===== config.mk =====
export PLATFORM = sky130hd
export DESIGN_NAME = mem_arbiter
export DESIGN_NICKNAME = d
export VERILOG_FILES = /design/src/rtl/mem_arbiter.sv
export SDC_FILE = /design/constraint.sdc
export NUM_CORES = 1
export LEC_CHECK = 0
export CAP_MARGIN = 20
export CORE_ASPECT_RATIO = 1.1
export CORE_MARGIN = 1
export CORE_UTILIZATION = 46
export CTS_BUF_LIST = sky130_fd_sc_hd__clkbuf_2
export DETAILED_ROUTE_END_ITERATION = 16
export GPL_TIMING_DRIVEN = 0
export PLACE_DENSITY = 0.95
export SETUP_SLACK_MARGIN = 0.15
export SYNTH_ARGS = -nofsm -noshare
export SYNTH_HDL_FRONTEND = slang
export SYNTH_SLANG_ARGS = --single-unit

===== constraint.sdc =====
create_clock -name CLK -period 2.95 [get_ports CLK]
set_clock_uncertainty 0.1 [all_clocks]
set_input_delay 0.59 -clock CLK [delete_from_list [all_inputs] [get_ports CLK]]
set_output_delay 0.59 -clock CLK [all_outputs]
set_load 0.1 [all_outputs]

===== src/rtl/mem_arbiter.sv =====
// ---------------------------------------------------------------------------
// mem_arbiter
//
// Shares one main data memory between the instruction cache (read-only
// port I) and the data cache (read/write port D). Requests are serialised
// with a round-robin policy: one memory transaction at a time, and the
// response plus a busywait handshake go back to the owning cache.
//
// Ports
//   CLK, RESET                      clock, synchronous active-high reset
//   I_READ, I_ADDRESS               icache refill request (level, held)
//   I_READDATA, I_BUSYWAIT          icache response block and stall
//   D_READ, D_WRITE, D_ADDRESS,
//   D_WRITEDATA                     dcache request (write wins if both set)
//   D_READDATA, D_BUSYWAIT          dcache response block and stall
//   MEM_READ, MEM_WRITE,
//   MEM_ADDRESS, MEM_WRITEDATA      registered memory command
//   MEM_READDATA, MEM_BUSYWAIT      memory response block and busy
// ---------------------------------------------------------------------------
module mem_arbiter #(
    parameter int ADDR_WIDTH = 6,
    parameter int DATA_WIDTH = 32
) (
    input  logic                  CLK,
    input  logic                  RESET,
    input  logic                  I_READ,
    input  logic [ADDR_WIDTH-1:0] I_ADDRESS,
    output logic [DATA_WIDTH-1:0] I_READDATA,
    output logic                  I_BUSYWAIT,
    input  logic                  D_READ,
    input  logic                  D_WRITE,
    input  logic [ADDR_WIDTH-1:0] D_ADDRESS,
    input  logic [DATA_WIDTH-1:0] D_WRITEDATA,
    output logic [DATA_WIDTH-1:0] D_READDATA,
    output logic                  D_BUSYWAIT,
    output logic                  MEM_READ,
    output logic                  MEM_WRITE,
    output logic [ADDR_WIDTH-1:0] MEM_ADDRESS,
    output logic [DATA_WIDTH-1:0] MEM_WRITEDATA,
    input  logic [DATA_WIDTH-1:0] MEM_READDATA,
    input  logic                  MEM_BUSYWAIT
);

    typedef enum logic [2:0] {
        ST_IDLE,
        ST_MEM_I,
        ST_MEM_D,
        ST_DONE_I,
        ST_DONE_D
    } state_t;

    state_t                r_state;
    logic                  r_last_grant_d;  // 1: D was granted most recently
    logic                  r_seen_busy;     // memory has acknowledged with busy
    logic                  r_mem_read;
    logic                  r_mem_write;
    logic [ADDR_WIDTH-1:0] r_mem_address;
    logic [DATA_WIDTH-1:0] r_mem_writedata;
    logic [DATA_WIDTH-1:0] r_i_readdata;
    logic [DATA_WIDTH-1:0] r_d_readdata;

    logic w_i_req;
    logic w_d_req;
    logic w_grant_i;
    logic w_grant_d;
    logic w_complete;

    assign w_i_req = I_READ;
    assign w_d_req = D_READ | D_WRITE;

    // On a tie the port that did not win last time gets the memory.
    assign w_grant_i = w_i_req & (~w_d_req | r_last_grant_d);
    assign w_grant_d = w_d_req & ~w_grant_i;

    // A transaction finishes only after the memory has shown busy at least
    // once, so a busy flag that lags the strobe cannot end it early.
    assign w_complete = r_seen_busy & ~MEM_BUSYWAIT;

    always_ff @(posedge CLK) begin
        if (RESET) begin
            r_state         <= ST_IDLE;
            r_last_grant_d  <= 1'b1;
            r_seen_busy     <= 1'b0;
            r_mem_read      <= 1'b0;
            r_mem_write     <= 1'b0;
            r_mem_address   <= '0;
            r_mem_writedata <= '0;
            r_i_readdata    <= '0;
            r_d_readdata    <= '0;
        end else begin
            case (r_state)
                ST_IDLE: begin
                    if (w_grant_i) begin
                        r_mem_read     <= 1'b1;
                        r_mem_write    <= 1'b0;
                        r_mem_address  <= I_ADDRESS;
                        r_last_grant_d <= 1'b0;
                        r_seen_busy    <= 1'b0;
                        r_state        <= ST_MEM_I;
                    end else if (w_grant_d) begin
                        // Write takes priority when both D strobes are high.
                        r_mem_read      <= ~D_WRITE;
                        r_mem_write     <= D_WRITE;
                        r_mem_address   <= D_ADDRESS;
                        r_mem_writedata <= D_WRITEDATA;
                        r_last_grant_d  <= 1'b1;
                        r_seen_busy     <= 1'b0;
                        r_state         <= ST_MEM_D;
                    end
                end

                ST_MEM_I: begin
                    if (MEM_BUSYWAIT) begin
                        r_seen_busy <= 1'b1;
                    end else if (w_complete) begin
                        r_i_readdata <= MEM_READDATA;
                        r_mem_read   <= 1'b0;
                        r_mem_write  <= 1'b0;
                        r_state      <= ST_DONE_I;
                    end
                end

                ST_MEM_D: begin
                    if (MEM_BUSYWAIT) begin
                        r_seen_busy <= 1'b1;
                    end else if (w_complete) begin
                        if (r_mem_read) begin
                            r_d_readdata <= MEM_READDATA;
                        end
                        r_mem_read  <= 1'b0;
                        r_mem_write <= 1'b0;
                        r_state     <= ST_DONE_D;
                    end
                end

                ST_DONE_I,
                ST_DONE_D: begin
                    r_state <= ST_IDLE;
                end

                default: begin
                    r_state     <= ST_IDLE;
                    r_mem_read  <= 1'b0;
                    r_mem_write <= 1'b0;
                end
            endcase
        end
    end

    // Stall released only for the single DONE cycle of the owning port.
    assign I_BUSYWAIT = w_i_req & (r_state != ST_DONE_I);
    assign D_BUSYWAIT = w_d_req & (r_state != ST_DONE_D);

    assign I_READDATA    = r_i_readdata;
    assign D_READDATA    = r_d_readdata;
    assign MEM_READ      = r_mem_read;
    assign MEM_WRITE     = r_mem_write;
    assign MEM_ADDRESS   = r_mem_address;
    assign MEM_WRITEDATA = r_mem_writedata;

endmodule


==> flow_summary.ini, run 1 <==
[die]
ios = 188
initial_core_util_pct = 47.8
dieArea_um2 = 9110
die-width_um = 91.1
fp.coreArea_um2 = 8410
row_count = 35
die_h_um = 100

[placement]
pre_cts_slack_ns = -0.307
place.gp.congestion = 0.804
placed_cells_incl_taps = 767
place_area_um2 = 6020
io_buffers = 186
hpwl_um = 8850

[worst_setup_path]
cp-startpoint = r_state[0]$_SDFFE_PP0P_
cp_slowest_stage_delay_ns = 0.49
crit_path_start_kind = flip-flop
endpoint_kind = primary output
reg2reg_slack_ns = 0.78
crit_family = buffers and inverters
crit_chain = clkbuf_1 > nor3b_1 > nor2_1 > clkbuf_4
worstPathArrival_ns = 2.00
crit_path_top_delay_cell = dfxtp_1
path_buf_inv = 2
required_ns = 2.26
crit_fanout = 10
criticalPathCategory = flip-flop to primary output
reg2reg_from = r_state[2]$_SDFFE_PP0P_

[final_layout]
multi_input_area_um2 = 1650
stdcell_count = 783
regArea_um2 = 2180
n_antenna_cell = 0
drive_above_1_share_pct = 4.17
area_growth_pct = 50.4
finalNetCount = 749
nFillCells = 666
stdcell_area_um2 = 6040
post-route-util_pct = 71.8

[synthesis]
synthFlopType = dfxtp_1
synth_common_cells = nand2_1 (144), dfxtp_1 (109), a21oi_1 (67)
synth_cell_types = 33
synth_top_area_share_pct = 54.3
synth_area_leaders = dfxtp_1 (54%), nand2_1 (13%), a21oi_1 (8.3%)
synth_largest_area_cell = dfxtp_1
synth-seq-cells = 109
yosys_warnings = 0
synthArstFlopShare_pct = 0
yosysMostFrequentCell = nand2_1
syn_area_um2 = 4020
ys_seq_area_share_pct = 54.3
synth.avg_cell_area_um2 = 8.55
syn_inst = 470
synth_edf_count = 0
syn_nets = 552

[sta]
worstMarginPinSlew_ns = 1.02
tns_ns = 0
finalHoldViolations = 0
setup_violations = 0
setup_slack_ns = 0.255
slew_headroom_pct = 32.4
holdWs_ns = 0.371
drv_slew = 0
max_freq_mhz = 371
period_share_pct = 91.3
rsz0062_at_grt = true
layout_min_cycle_time_ns = 2.69

[hold_path]
hold_class = flip-flop to flip-flop
worstHoldStart = I_READDATA[19]$_SDFFE_PP0P_

[job]
drv_cap = 0

[power_and_ir_drop]
seqPwrFrac_pct = 38.8
vdd_drop_max_v = 0.000255
p_leak_nw = 2.75
combinationalPowerShare_pct = 45.4
switchingPower_mw = 2.04
internal_power_mw = 2.40
power.density_nw_per_um2 = 734
switching_share_pct = 45.9
power_mw = 4.44
pwr-share-clk_pct = 15.8

[clocking]
cts_hold_repair.buffers = 0
cts_buffer_depth = 2
cts_setup_buffers = 0
clock_sinks = 109
worstSkewPairLatency_ns = 0.58
cts_resized = 101
cts_tree = done
cts-root-buf = clkbuf_2
cts_buffers = 9
ctsHtreeMaxLevel = 3
path_clk_slew_ns = 0.28

[route]
firstDrtPassIters = 4
viasPerCell = 5.03
drc = 0
vias = 3941
drtAntennaViolNets = 0
wire_per_inst_um = 14.7
drtIter0Drc = 110
finalWirelength_um = 11500

[grt]
grt_pass1_wl_um = 18300
antenna_found_initial = 0
track_usage_pct = 25.1
overflow = 0
grt_pass1_vias = 3884
grt_max_degree = 19

[outcome]
outcome = finished clean
[worst paths after layout]
check	to	cells past startpoint
setup reg to reg	MEM_WRITEDATA[11]$_SDFFE_PP0P_	7
hold / removal	I_READDATA[19]$_SDFFE_PP0P_	2
hold reg to reg	I_READDATA[19]$_SDFFE_PP0P_	2
setup / recovery	D_BUSYWAIT	4
[cell usage in the layout, fill, tap and decap left out, types with 5 or more instances in the layout]
cell type,instances
nand2_1,144
dfxtp_1,109
dlygate4sd2_1,95
clkdlybuf4s50_1,80
a21oi_1,67
nor2_1,45
mux2i_1,32
clkbuf_1,28
clkbuf_2,10
dlymetal6s2s_1,9
a311oi_1,6
nor3_1,5
[registers in the layout (all words and copies together) (netlist names)]
register,count
I_READDATA,32
MEM_READ,1
D_READDATA,32
r_seen_busy,1
MEM_WRITEDATA,32
r_state,3
MEM_WRITE,1
MEM_ADDRESS,6
r_last_grant_d,1
[power groups by stage]
stage / registers [mW] / clock network (mW) / logic [mW]
finish: 1.72 / 0.699 / 2.02
floorplan: 2.70 / 0 / 0.640
global placement: 1.74 / 0 / 2.07
global route: 1.74 / 0.776 / 2.11
CTS: 1.72 / 0.706 / 2.02
detailed placement: 1.76 / 0 / 2.10
[cell type report]
type | instances | share of cell area [%]
Clock inverter | 6 | 1.16
Inverter | 1 | 0.0621
Sequential cell | 109 | 36.1
Timing Repair Buffer | 186 | 29.2
Buffer | 35 | 3.07
Tap cell | 111 | 2.30
Clock buffer | 10 | 0.829
Multi-Input combinational cell | 325 | 27.3
[per-layer routing]
metal	vias to the layer above	wire (um)	GRT usage, %
met1	1835	4670	28.1
met4	0	171	7.69
met2	144	5800	46.4
met5	-	0	0
met3	15	847	6.89
li1	1947	-	-
[tightest hold or removal path, stage by stage (launching register included)]
cell and delay (ns):
dfxtp_1 0.37, nand2_1 0.05, a21oi_1 0.05
[cell families (layout without fill, tap and decap cells)]
group | count (synthesis) | in the layout | synth area share [%]
flip-flops | 109 | 109 | 54.3
XOR/XNOR | 1 | 1 | 0.218
AO/OA/AOI/OAI | 84 | 84 | 12.1
buffers and inverters | 36 | 238 | 4.70
AND/OR/NAND/NOR | 208 | 208 | 20.7
multiplexers | 32 | 32 | 7.97
Power figures use the tool's default switching activity.
==> run 2: changes to the inputs <==
--- a/config.mk
+++ b/config.mk
@@ -8,11 +8,12 @@
 export CAP_MARGIN = 20
 export CORE_ASPECT_RATIO = 1.1
 export CORE_MARGIN = 1
-export CORE_UTILIZATION = 46
+export CORE_UTILIZATION = 50
 export CTS_BUF_LIST = sky130_fd_sc_hd__clkbuf_2
 export DETAILED_ROUTE_END_ITERATION = 16
+export DONT_BUFFER_PORTS = 1
 export GPL_TIMING_DRIVEN = 0
-export PLACE_DENSITY = 0.95
+export PLACE_DENSITY = 0.72
 export SETUP_SLACK_MARGIN = 0.15
 export SYNTH_ARGS = -nofsm -noshare
 export SYNTH_HDL_FRONTEND = slang
==> run 2 against run 1 <==
Global-route usage fell by 2.1 points; final area down 23%; via count is 15% lower; first-iteration DRC count up 8.2%; hold slack lost 0.32 ns; cell count fell by 19%; critical path type unchanged; largest cell class unchanged; largest power group is now sequential cells; highest routed layer unchanged.
==> flow_summary.ini, run 2 (synthesis gave the netlist of run 1 again) <==
[outcome]
outcome = finished clean

[sta]
slew_headroom_pct = 29.2
tns_ns = 0
rsz0062_at_grt = false
worstMarginPinSlew_ns = 1.06
setup_slack_ns = 0.333
max_freq_mhz = 382
layout_min_cycle_time_ns = 2.62
period_share_pct = 88.7
drv_slew = 0
setup_violations = 0
finalHoldViolations = 0

[worst_setup_path]
crit_path_top_delay_cell = nor2_4
reg2reg_from = MEM_READ$_SDFFE_PP0P_
crit_chain = clkbuf_2 > nor3b_1 > nor2_4
criticalPathCategory = flip-flop to primary output
endpoint_kind = primary output
worstPathArrival_ns = 1.93
crit_path_start_kind = flip-flop
cp_slowest_stage_delay_ns = 0.52
r2r_end = D_READDATA[8]$_SDFFE_PP0P_
required_ns = 2.26
path_buf_inv = 1
crit_family = simple AND/OR/NAND/NOR gates
cp-startpoint = r_state[0]$_SDFFE_PP0P_
reg2reg_slack_ns = 0.50
r2r_cells = 5
crit_fanout = 10

[final_layout]
area_growth_pct = 16.3
drive_above_1_share_pct = 5.32
final_common_cell = nand2_1
final_cell_mix = nand2_1 (144), dfxtp_1 (109), a21oi_1 (67), nor2_1 (44), dlygate4sd3_1 (39)
stdcell_count = 631
n_antenna_cell = 0
finalNetCount = 603

[job]
drv_cap = 0

[placement]
io_buffers = 0
place.gp.congestion = 0.783
placed_cells_incl_taps = 576
hpwl_um = 7030
pre_cts_slack_ns = 0.527

[power_and_ir_drop]
power.density_nw_per_um2 = 885
vdd_drop_max_v = 0.000402
p_leak_nw = 1.65

[die]
initial_core_util_pct = 52.9
ios = 188
row_count = 33
die_h_um = 96.0
fp.coreArea_um2 = 7600
die-width_um = 87.5
dieArea_um2 = 8400

[clocking]
cts_buffers = 9
cts_setup_buffers = 0
ctsHtreeMaxLevel = 3
cts_buffer_depth = 2
path_clk_slew_ns = 0.26
worstSkewPairLatency_ns = 0.56
clock_sinks = 109
cts-root-buf = clkbuf_2
cts_tree = done

[grt]
track_usage_pct = 23.0
antenna_found_initial = 0
overflow = 0
grt_max_degree = 19
grt_pass1_wl_um = 15000
grt_pass1_vias = 3184

[route]
viasPerCell = 5.33
vias = 3366
drtAntennaViolNets = 0
drc = 0
wire_per_inst_um = 15.8
finalWirelength_um = 9940
drtIter0Drc = 119
firstDrtPassIters = 4

[hold_path]
min_to = D_READDATA[23]$_SDFFE_PP0P_
hold_class = primary input to flip-flop
worstHoldStart = MEM_READDATA[23]
whs_path_depth = 2
run 2: changes by cell type in the layout (fill, tap and decap cells not counted), sizes merged, moves of 2 or more:
cell and change:
clkdlybuf4s50 -80, clkinv +2, dlymetal6s2s -9, dlygate4sd2 -95, dlygate4sd3 +39, clkbuf -2
run 2: worst reg2reg max path: cells and delay by family, from the launching register on:
kind            cells  cell delay, ns
compound gates      1            0.16
buf+inv             2            0.61
flops               1            1.10
simple gates        2            0.40
run 2: cell type report:
class                   count  area [um2]
inverters                   1        3.75
fillers                   700        2920
multi-input cells         325        1660
clock buffers               9        45.0
repair buffers             40         418
plain buffers              35         186
well taps                 105         131
clock inverters             7        50.0
flip-flops and latches    109        2180
run 2: repair_timing:
action | in CTS | in global routing
gates cloned | 0 | 0
resized for setup | 1 | 2
hold buffers | 30 | 9
pin swaps | 0 | 1
hold endpoints to repair | 45 | 10
endpoints found under the setup margin | 1 | 1
run 2: worst max-delay path by stage:
stage / endpoint / cells past startpoint / slack, ns
after floorplan: I_BUSYWAIT / 1 / 0.22
after global placement: D_BUSYWAIT / 3 / 0.11
after detailed placement: D_BUSYWAIT / 3 / 0.53
after CTS: D_BUSYWAIT / 3 / 0.15
after global routing: D_BUSYWAIT / 3 / 0.18
final: D_BUSYWAIT / 3 / 0.33
run 2: layer usage:
metal | global-route usage (%) | vias to the layer above | part of all wire, %
met2 | 37.7 | 142 | 48
li1 | - | 1654 | -
met4 | 9.84 | 0 | 1.7
met5 | 0 | - | 0
met3 | 6.86 | 14 | 9.3
met1 | 28.1 | 1556 | 41
run 2: stage by stage:
step                utilization, %  instance area [um2]  hold WS [ns]  power, mW
global route                  61.5                 4670      -0.00276       4.32
global placement              54.6                 4150         0.394       3.45
floorplan                        -                 4020         0.379       3.34
CTS                           60.3                 4580      0.000184       4.13
finish                        61.5                 4670        0.0497       4.14
detailed placement            55.1                 4180         0.397       3.50
run 2: power breakdown:
group | leakage (nW) | switching, mW | internal (mW) | total [mW]
Clock | 0.0632 | 0.484 | 0.118 | 0.602
Sequential | 0.885 | 1.08 | 1.63 | 2.71
Combinational | 0.706 | 0.427 | 0.397 | 0.824
==> run 3: changes to the inputs <==
--- a/config.mk
+++ b/config.mk
@@ -15,6 +15,7 @@
 export GPL_TIMING_DRIVEN = 0
 export PLACE_DENSITY = 0.72
 export SETUP_SLACK_MARGIN = 0.15
+export SKIP_CTS_REPAIR_TIMING = 1
 export SYNTH_ARGS = -nofsm -noshare
 export SYNTH_HDL_FRONTEND = slang
 export SYNTH_SLANG_ARGS = --single-unit
==> run 3 against run 2 <==
Sequential power is essentially flat; core utilization shrank 0.26 points; setup slack gained 0.0043 ns; combinational power is essentially flat; largest power group unchanged; highest routed layer unchanged.
==> flow_summary.ini, run 3 (synthesis gave the netlist of run 1 again) <==
[grt]
grt_max_degree = 19
track_usage_pct = 22.3
grt_pass1_wl_um = 14500
grt_pass1_vias = 3025
antenna_found_initial = 0
overflow = 0

[final_layout]
area_growth_pct = 15.9
nFillCells = 698
multi_input_area_um2 = 1660
regArea_um2 = 2180
n_antenna_cell = 0
post-route-util_pct = 61.3
final_cell_mix = nand2_1 (144), dfxtp_1 (109), a21oi_1 (67), nor2_1 (44), dlygate4sd3_1 (37)
finalNetCount = 601
final_common_cell = nand2_1
drive_above_1_share_pct = 5.34

[clocking]
cts-root-buf = clkbuf_2
cts_tree = done
cts_buffers = 9
clock_sinks = 109
worstSkewPairLatency_ns = 0.55
cts_buffer_depth = 2
path_clk_slew_ns = 0.26
ctsHtreeMaxLevel = 3

[power_and_ir_drop]
vdd_drop_max_v = 0.000401
power.density_nw_per_um2 = 888
p_leak_nw = 1.65

[worst_setup_path]
required_ns = 2.26
crit_fanout = 10
reg2reg_from = MEM_READ$_SDFFE_PP0P_
criticalPathCategory = flip-flop to primary output
r2r_cells = 5
worstPathArrival_ns = 1.92
r2r_end = D_READDATA[8]$_SDFFE_PP0P_
endpoint_kind = primary output
reg2reg_slack_ns = 0.51
crit_path_start_kind = flip-flop

[route]
drc = 0
wire_per_inst_um = 15.9
drtAntennaViolNets = 0
firstDrtPassIters = 5
vias = 3375
viasPerCell = 5.37
drtIter0Drc = 155
finalWirelength_um = 9980

[hold_path]
worstHoldStart = MEM_READDATA[4]
hold_class = primary input to flip-flop
whs_path_depth = 2
min_to = I_READDATA[4]$_SDFFE_PP0P_

[sta]
worstMarginPinSlew_ns = 1.06
rsz0062_at_grt = false
slew_headroom_pct = 29.0
finalHoldViolations = 0
layout_min_cycle_time_ns = 2.61
holdWs_ns = 0.0476
period_share_pct = 88.6
drv_slew = 0
max_freq_mhz = 383
setup_violations = 0
setup_slack_ns = 0.337

[placement]
pre_cts_slack_ns = 0.527
place.gp.congestion = 0.783
hpwl_um = 7030
io_buffers = 0

[die]
ios = 188
fp.coreArea_um2 = 7600
row_count = 33
die_h_um = 96.0
die-width_um = 87.5
dieArea_um2 = 8400
initial_core_util_pct = 52.9

[outcome]
outcome = finished clean

[job]
drv_cap = 0
[run 3: report_power, final]
part | internal (mW) | switching (mW) | total (mW)
sequential | 1.63 | 1.08 | 2.71
combinational | 0.400 | 0.424 | 0.825
clock | 0.118 | 0.483 | 0.601
[run 3: layout make-up]
class | instances | area share (%)
timing repair buffer | 38 | 8.55
buffer | 35 | 4.01
inverter | 1 | 0.0806
sequential | 109 | 46.9
clock buffer | 9 | 0.968
tap | 105 | 2.82
multi-input combinational | 325 | 35.6
clock inverter | 7 | 1.08
[run 3: metal layers]
metal	part of all wire [%]	wire length (um)	track usage (%)
met5	0	0	0
met4	1.5	145	9.15
met3	9.7	970	7.38
met2	48	4800	35.9
met1	41	4070	27.3
[run 3: critical path, stage by stage (launching register included)]
cell,delay [ns]
dfxtp_1,0.48
clkbuf_2,0.25
nor3b_1,0.13
nor2_4,0.52
[run 3: worst max-delay path by stage]
stage	from	to	depth (start not counted)	slack (ns)
final	r_state[0]$_SDFFE_PP0P_	D_BUSYWAIT	3	0.34
after global routing	r_state[0]$_SDFFE_PP0P_	D_BUSYWAIT	3	0.19
after CTS	r_state[0]$_SDFFE_PP0P_	D_BUSYWAIT	3	-0.15
after detailed placement	r_state[0]$_SDFFE_PP0P_	D_BUSYWAIT	3	0.53
after global placement	r_state[0]$_SDFFE_PP0P_	D_BUSYWAIT	3	0.11
after floorplan	I_READ	I_BUSYWAIT	1	0.22
[run 3: stage by stage]
stage               TNS, ns  power, mW  cell area [um2]  std cells
detailed placement        0       3.50             4180        576
global placement          0       3.45             4150        575
finish                    0       4.13             4650        629
global route              0       4.33             4650        629
floorplan                 0       3.34             4020        470
CTS                  -0.148       4.09             4280        592
